### config.mk
export PLATFORM = sky130hd
export DESIGN_NAME = ibuf_drain2axis
export DESIGN_NICKNAME = d
export VERILOG_FILES = /design/src/rtl/ibuf_pkg.sv /design/src/rtl/ibuf_rd_skid.sv /design/src/rtl/ibuf_drain2axis.sv
export SDC_FILE = /design/constraint.sdc
export NUM_CORES = 1
export LEC_CHECK = 0
export ABC_AREA = 0
export CAP_MARGIN = 20
export CORE_ASPECT_RATIO = 1.5
export CORE_UTILIZATION = 40
export DETAILED_ROUTE_END_ITERATION = 10
export SYNTH_ARGS = -nofsm -noshare
export SYNTH_HDL_FRONTEND = slang
export SYNTH_SLANG_ARGS = --single-unit
### constraint.sdc
create_clock -name m_axis_aclk -period 7.79 [get_ports m_axis_aclk]
set_input_delay 0.779 -clock m_axis_aclk [delete_from_list [all_inputs] [get_ports m_axis_aclk]]
set_output_delay 0.779 -clock m_axis_aclk [all_outputs]
set_load 0.1 [all_outputs]
### src/rtl/ibuf_pkg.sv
// Shared definitions for the ibuf drain path: header layout, FSM encodings,
// beat record and the last-beat byte-enable helper.
package ibuf_pkg;

  localparam int LEN_MSB = 47;
  localparam int LEN_LSB = 32;

  localparam logic [4:0] ST_IDLE     = 5'b00001;
  localparam logic [4:0] ST_HDR_WAIT = 5'b00010;
  localparam logic [4:0] ST_HDR_DEC  = 5'b00100;
  localparam logic [4:0] ST_STREAM   = 5'b01000;
  localparam logic [4:0] ST_DRAIN    = 5'b10000;

  typedef struct packed {
    logic [63:0] data;
    logic [7:0]  keep;
    logic        last;
  } beat_t;

  // A zero remainder means the final word is completely filled.
  function automatic logic [7:0] keep_from_rem(input logic [2:0] rem);
    logic [7:0] k;
    if (rem == 3'd0) begin
      k = 8'hFF;
    end else begin
      k = (8'h01 << rem) - 8'h01;
    end
    return k;
  endfunction

endpackage

### src/rtl/ibuf_rd_skid.sv
// Two-entry beat FIFO fed by ibuf reads; tracks the read in flight so the
// issue logic never overruns the two slots.
module ibuf_rd_skid
  import ibuf_pkg::*;
(
  input  logic        clk,
  input  logic        rst_n,
  input  logic        issue,
  input  logic [7:0]  issue_keep,
  input  logic        issue_last,
  input  logic [63:0] rd_data,
  input  logic        ready,
  output logic        can_issue,
  output logic        valid,
  output beat_t       head
);

  logic       flight_r;
  logic [7:0] flight_keep_r;
  logic       flight_last_r;
  logic [1:0] count_r;
  logic [1:0] count_nx;
  logic       valid_r;
  beat_t      head_r;
  beat_t      tail_r;
  beat_t      head_nx;
  beat_t      tail_nx;
  beat_t      in_s;
  logic       push_s;
  logic       pop_s;
  logic [2:0] occ_s;

  assign push_s = flight_r;
  assign pop_s  = valid_r & ready;
  assign in_s   = {rd_data, flight_keep_r, flight_last_r};
  // Occupancy the slots will have after this cycle's pop, before any new issue.
  assign occ_s     = {1'b0, count_r} + {2'b00, flight_r} - {2'b00, pop_s};
  assign can_issue = (occ_s < 3'd2);
  assign valid     = valid_r;
  assign head      = head_r;

  // Next-state of the two storage slots.
  always_comb begin
    count_nx = count_r;
    head_nx  = head_r;
    tail_nx  = tail_r;
    case (count_r)
      2'd0: begin
        if (push_s) begin
          head_nx  = in_s;
          count_nx = 2'd1;
        end else begin
          count_nx = 2'd0;
        end
      end
      2'd1: begin
        if (push_s && pop_s) begin
          head_nx = in_s;
        end else if (push_s) begin
          tail_nx  = in_s;
          count_nx = 2'd2;
        end else if (pop_s) begin
          count_nx = 2'd0;
        end else begin
          count_nx = 2'd1;
        end
      end
      2'd2: begin
        if (pop_s) begin
          head_nx = tail_r;
          if (push_s) begin
            tail_nx  = in_s;
            count_nx = 2'd2;
          end else begin
            count_nx = 2'd1;
          end
        end else begin
          count_nx = 2'd2;
        end
      end
      default: begin
        count_nx = 2'd0;
      end
    endcase
  end

  // Storage, occupancy and in-flight tag registers.
  always_ff @(posedge clk or negedge rst_n) begin
    if (!rst_n) begin
      flight_r      <= 1'b0;
      flight_keep_r <= 8'h00;
      flight_last_r <= 1'b0;
      count_r       <= 2'd0;
      valid_r       <= 1'b0;
      head_r        <= '0;
      tail_r        <= '0;
    end else begin
      flight_r      <= issue;
      flight_keep_r <= issue_keep;
      flight_last_r <= issue_last;
      count_r       <= count_nx;
      valid_r       <= (count_nx != 2'd0);
      head_r        <= head_nx;
      tail_r        <= tail_nx;
    end
  end

endmodule

### src/rtl/ibuf_drain2axis.sv
// Replays packets committed to the ibuf as an AXI4-Stream master and returns
// consumed words via committed_cons. IBUF_DRAIN_STATS_EN adds packet/byte counters.
module ibuf_drain2axis
  import ibuf_pkg::*;
#(
  parameter int BW     = 10,
  parameter int RD_LAT = 1
) (
  input  logic          m_axis_aclk,
  input  logic          m_axis_aresetn,
  input  logic [BW:0]   committed_prod,
  output logic [BW:0]   committed_cons,
  output logic [BW-1:0] rd_addr,
  input  logic [63:0]   rd_data,
  output logic [63:0]   m_axis_tdata,
  output logic [7:0]    m_axis_tkeep,
  output logic          m_axis_tvalid,
  output logic          m_axis_tlast,
  input  logic          m_axis_tready
`ifdef IBUF_DRAIN_STATS_EN
  ,
  output logic [31:0]   pkt_cnt,
  output logic [47:0]   byte_cnt
`endif
);

  generate
    if (RD_LAT != 1) begin : g_rd_lat_check
      $error("ibuf_drain2axis supports RD_LAT == 1 only");
    end
  endgenerate

  logic [4:0]  state_r;
  logic [4:0]  state_nx;
  logic [BW:0] rd_ptr_r;
  logic [BW:0] cons_r;
  logic [BW:0] avail_s;
  logic        has_data_s;
  logic [13:0] nwords_r;
  logic [2:0]  rem_r;
  logic [13:0] issued_r;
  logic [13:0] issued_nx;
  logic        issue_s;
  logic        data_issue_s;
  logic        issue_last_s;
  logic [7:0]  issue_keep_s;
  logic        hdr_rel_s;
  logic        can_issue_s;
  logic        valid_s;
  beat_t       head_s;
  logic        hs_s;
  logic        last_hs_s;
  logic [16:0] len_plus7_s;

  assign avail_s      = committed_prod - rd_ptr_r;
  assign has_data_s   = (avail_s != {(BW+1){1'b0}});
  assign rd_addr      = rd_ptr_r[BW-1:0];
  assign hs_s         = valid_s & m_axis_tready;
  assign last_hs_s    = hs_s & head_s.last;
  assign issue_keep_s = issue_last_s ? keep_from_rem(rem_r) : 8'hFF;
  assign len_plus7_s  = {1'b0, rd_data[LEN_MSB:LEN_LSB]} + 17'd7;

  // Packet sequencing and read-issue decision.
  always_comb begin
    state_nx     = state_r;
    issue_s      = 1'b0;
    data_issue_s = 1'b0;
    issue_last_s = 1'b0;
    hdr_rel_s    = 1'b0;
    issued_nx    = issued_r;
    case (state_r)
      ST_IDLE: begin
        if (has_data_s) begin
          issue_s  = 1'b1;
          state_nx = ST_HDR_WAIT;
        end else begin
          state_nx = ST_IDLE;
        end
      end
      ST_HDR_WAIT: begin
        state_nx = ST_HDR_DEC;
      end
      ST_HDR_DEC: begin
        hdr_rel_s = 1'b1;
        issued_nx = 14'd0;
        if (nwords_r == 14'd0) begin
          state_nx = ST_IDLE;
        end else if (has_data_s && can_issue_s) begin
          // First data read overlaps decode to keep the inter-packet gap short.
          issue_s      = 1'b1;
          data_issue_s = 1'b1;
          issue_last_s = (nwords_r == 14'd1);
          issued_nx    = 14'd1;
          state_nx     = (nwords_r == 14'd1) ? ST_DRAIN : ST_STREAM;
        end else begin
          state_nx = ST_STREAM;
        end
      end
      ST_STREAM: begin
        if (has_data_s && can_issue_s && (issued_r < nwords_r)) begin
          issue_s      = 1'b1;
          data_issue_s = 1'b1;
          issue_last_s = ((issued_r + 14'd1) == nwords_r);
          issued_nx    = issued_r + 14'd1;
          state_nx     = ((issued_r + 14'd1) == nwords_r) ? ST_DRAIN : ST_STREAM;
        end else begin
          state_nx = ST_STREAM;
        end
      end
      ST_DRAIN: begin
        if (last_hs_s && has_data_s) begin
          issue_s  = 1'b1;
          state_nx = ST_HDR_WAIT;
        end else if (last_hs_s) begin
          state_nx = ST_IDLE;
        end else begin
          state_nx = ST_DRAIN;
        end
      end
      default: begin
        state_nx = ST_IDLE;
      end
    endcase
  end

  // FSM, pointers and latched header fields.
  always_ff @(posedge m_axis_aclk or negedge m_axis_aresetn) begin
    if (!m_axis_aresetn) begin
      state_r  <= ST_IDLE;
      rd_ptr_r <= {(BW+1){1'b0}};
      cons_r   <= {(BW+1){1'b0}};
      nwords_r <= 14'd0;
      rem_r    <= 3'd0;
      issued_r <= 14'd0;
    end else begin
      state_r  <= state_nx;
      issued_r <= issued_nx;
      rd_ptr_r <= rd_ptr_r + {{BW{1'b0}}, issue_s};
      cons_r   <= cons_r + {{BW{1'b0}}, hdr_rel_s} + {{BW{1'b0}}, hs_s};
      if (state_r == ST_HDR_WAIT) begin
        nwords_r <= len_plus7_s[16:3];
        rem_r    <= rd_data[LEN_LSB+2:LEN_LSB];
      end else begin
        nwords_r <= nwords_r;
        rem_r    <= rem_r;
      end
    end
  end

  ibuf_rd_skid u_skid (
    .clk        (m_axis_aclk),
    .rst_n      (m_axis_aresetn),
    .issue      (data_issue_s),
    .issue_keep (issue_keep_s),
    .issue_last (issue_last_s),
    .rd_data    (rd_data),
    .ready      (m_axis_tready),
    .can_issue  (can_issue_s),
    .valid      (valid_s),
    .head       (head_s)
  );

  assign committed_cons = cons_r;
  assign m_axis_tvalid  = valid_s;
  assign m_axis_tdata   = head_s.data;
  assign m_axis_tkeep   = head_s.keep;
  assign m_axis_tlast   = head_s.last;

`ifdef IBUF_DRAIN_STATS_EN
  logic [15:0] len_r;
  logic [31:0] pkt_cnt_r;
  logic [47:0] byte_cnt_r;

  // Per-packet length and running totals, updated on each tlast handshake.
  always_ff @(posedge m_axis_aclk or negedge m_axis_aresetn) begin
    if (!m_axis_aresetn) begin
      len_r      <= 16'd0;
      pkt_cnt_r  <= 32'd0;
      byte_cnt_r <= 48'd0;
    end else begin
      if (state_r == ST_HDR_WAIT) begin
        len_r <= rd_data[LEN_MSB:LEN_LSB];
      end else begin
        len_r <= len_r;
      end
      if (last_hs_s) begin
        pkt_cnt_r  <= pkt_cnt_r + 32'd1;
        byte_cnt_r <= byte_cnt_r + {32'd0, len_r};
      end else begin
        pkt_cnt_r  <= pkt_cnt_r;
        byte_cnt_r <= byte_cnt_r;
      end
    end
  end

  assign pkt_cnt  = pkt_cnt_r;
  assign byte_cnt = byte_cnt_r;
`endif

endmodule

==> key figures <==
Timing
  • Setup violators final: 0
  • Clock Skew: around 0.007 ns
  • Final hold violations: 0
  • Slew Limit Headroom: between 20% and 30%
  • Tmin final: slightly above 4 ns
  • RSZ-0062 raised after global routing: false
  • Least-Margin Pin Slew: about 1.1 ns
  • Final period util: between 50% and 60%
  • Fin Setup TNS: 0 ns
  • Max-slew violation count: 0
  • Max Fclk: 245 MHz

Final layout
  • Final #Nets: 1290
  • # fillers: ~2.5k
  • Antenna cells: 0
  • Area Growth Syn to Fin: 25.3%
  • Layout cell share with drive strength beyond 1: between 10% and 20%

Drt
  • Final WL: around 25000 um
  • Router iterations before antenna repair: 4
  • DRC viols: 0
  • Detail Route Antenna Nets: 0
  • Vias per cell: between 5 and 6
  • Number of DRC markers in iteration 0: 272
  • WL/cell: ~17 um
  • Vias: about 7.8k

Placed design
  • PortBufs: ~170
  • Detail Placement HPWL: 17600 um
  • Gpl congestion: 0.888

Clock tree
  • Hold Buf Count CTS: 0
  • Cts repair resizes: 0
  • CTS tree: yes
  • Clk sinks: approximately 220
  • Clk pin slew, worst setup/hold paths: around 0.06 ns
  • H-tree depth: 1
  • Total CTS buffers: 23
  • Clk root buf: clkbuf_16
  • Maximum clock path buffer count: 3
  • Clock Latency Late Sink: between 0.5 and 0.6 ns
  • Setup Fix Bufs, Post-CTS: 0

Synthesis
  • Synth Area in XOR/XNOR: between 4 and 5%
  • Syn avg cell area: around 11 um2
  • Adder-cell area share of the yosys netlist: 3.96%
  • Synthesized Nets: 1137
  • Mux cell area share after synthesis: approximately 15%
  • Seq/Total Area, Yosys: around half
  • Post-Synth Simple-Gate Area: approximately 12%
  • Compound-cell area share of the yosys netlist: ~10%
  • Post-synth cell types: between 60 and 70
  • Synth Instances: 1026
  • Mapped Area: between 0.01 and 0.015 mm2
  • Largest family of logic cells by synthesized area: multiplexers
  • Synth Flop Type: dfrtp_1
  • Post-synth EDFFs: 0
  • Async SR Flop Fraction: between 90% and 100%
  • Yosys warns: 0
  • Number of synthesized register bits: about 220

Floorplanning
  • Die Wd: between 100 and 150 um
  • Height of the chip: roughly 200 um
  • Die Area: ~0.028 mm2
  • Ports: 173
  • Initial Util: 40.8%
  • Rows: 73
  • Placeable Area: around 0.026 mm2

Global route
  • Global-route wire length before repair: 41300 um
  • GRT overflow: 0
  • Vias in the first global route: about 8.0k
  • Antenna violations before repair: 0
  • Largest net degree at the start of global routing: between 100 and 150
  • GRT Total Usage: 18.9%

Setup path
  • Critical path arrival: 4.52 ns
  • Critical path data required time: between 8 and 9 ns
  • Crit-path cells: clkdlybuf4s50_1 > ha_1 > or4b_2 > a21oi_1 > a2111oi_0 > o2111a_1 > nand4b_1 > o31ai_2 > a21oi_1 > or2_2 > ha_1 > ha_1 > and3_1 > nand3_1 > xnor2_1
  • Slowest CP cell: o31ai_2
  • Cell mode on critical path: ha_1
  • Critical path's top delay family: compound AO/OA/AOI/OAI gates
  • CP peak stage delay: 0.45 ns
  • FF-to-FF End: rd_ptr_r[8]
  • Reg2reg path depth: 15
  • Critical path buffers and inverters: 1
  • CP endpoint kind: register
  • Crit Path Category: in2reg
  • CP Max Fanout: 9
  • Worst R2R Setup Slack: roughly 3.9 ns
  • CP Launch Type: primary input
  • Worst r2r src: rd_ptr_r[6]

Power and ir drop
  • Leakage Power: 0.00576 uW
  • VDD IR max: about 290 uV
  • Final Total Pwr: a little over 6000 uW
  • Pwr/cell area: 460 mW/mm2

Outcome
  • Status: complete, no violations

Job
  • Max-cap viol count: 0

Min path
  • Hold WC Path Type: in2async
[cells by family after synthesis]
| group | after synthesis |
|---|---|
| AND/OR/NAND/NOR | 277 |
| other | 1 |
| flip-flops | 217 |
| adder cells (fa/ha/maj) | 33 |
| multiplexers | 150 |
| AO/OA/AOI/OAI | 186 |
| XOR/XNOR | 56 |
| buffers and inverters | 106 |
[layout by cell type (no fill, tap or decap), types with 14 or more instances in the layout]
cell type and count:
o21ai_0 106, ha_1 31, xnor2_1 34, nor2_1 36
clkbuf_16 23, nand2_1 139, nand3_1 24, dfrtp_1 216
xor2_1 22, nor3_1 14, inv_1 54, clkdlybuf4s50_1 171
mux2_2 73, mux2i_1 77, a21oi_1 29
[layout make-up]
cell class	count	area (um2)	area share (%)
clock buffer	34	667	4.93
clock inverter	6	61.3	0.453
tap	337	422	3.12
multi-input combinational	703	4940	36.5
inverter	54	203	1.50
sequential	217	5430	40.1
timing repair buffer	180	1810	13.4
[synthesized netlist by cell type (8+ instances only)]
cell type  count  area (um2)
nand3_1       24         120
nand2_1      140         526
clkbuf_1      32         120
nor2_1        37         139
or3_1          8        50.1
nor3_1        14        70.1
inv_1         54         203
mux2_2        73         822
xor2_1        22         193
ha_1          31         388
mux2i_1       77         771
a21oi_1       29         145
dfrtp_1      216        5410
buf_4         10        75.1
xnor2_1       34         298
o21ai_0      106         531
[power breakdown]
group	switching, uW	internal [uW]	total [uW]
logic	2320	910	3230
registers	323	1590	1920
clock network	449	624	1070
[routing by layer]
layer / GRT usage, % / vias up / part of all wire (%)
li1: - / 3860 / -
met1: 21.1 / 3744 / 40
met2: 34.6 / 130 / 53
met3: 4.30 / 37 / 5.1
met4: 6.11 / 0 / 2.3
met5: 0 / - / 0
[sequential cells by signal, indices dropped and copies added (netlist names)]
signal / flops
rem_r: 3
rd_ptr_r: 11
nwords_r: 14
u_skid.valid: 1
u_skid.flight_last_r: 1
committed_cons: 11
state_r: 5
u_skid.flight_r: 1
u_skid.head: 73
u_skid.tail_r: 73
u_skid.flight_keep_r: 8
issued_r: 14
u_skid.count_r: 2
[how the worst max path moves through the flow]
stage	start	end	slack [ns]	cells past startpoint
4_1_cts	committed_prod[6]	rd_ptr_r[8]	3.73	15
2_1_floorplan	committed_prod[6]	rd_ptr_r[10]	3.94	15
3_3_place_gp	committed_prod[6]	rd_ptr_r[10]	3.22	15
5_1_grt	committed_prod[6]	rd_ptr_r[8]	3.48	15
6_report	committed_prod[6]	rd_ptr_r[8]	3.71	15
3_5_place_dp	committed_prod[6]	rd_ptr_r[8]	3.17	15
[stage by stage]
stage	std cells	hold WS, ns	instance area (um2)	worst slack, ns	util [%]
after floorplan	1026	0.450	10800	3.94	-
after global placement	1490	0.460	12800	3.22	48.2
after detailed placement	1490	0.469	12800	3.17	48.2
after CTS	1530	0.337	13500	3.73	51.0
after global routing	1531	0.374	13500	3.48	51.1
final	1531	0.298	13500	3.71	51.1
[worst register-to-register path, delay by kind of cell, from the launching register on]
family / cells / cell delay, ns
AO/OA/AOI/OAI: 5 / 1.28
XOR/XNOR: 1 / 0.12
adder cells (fa/ha/maj): 3 / 0.87
buffers and inverters: 1 / 0.12
flip-flops: 1 / 0.40
AND/OR/NAND/NOR: 5 / 1.06
Power figures use the tool's default switching activity.
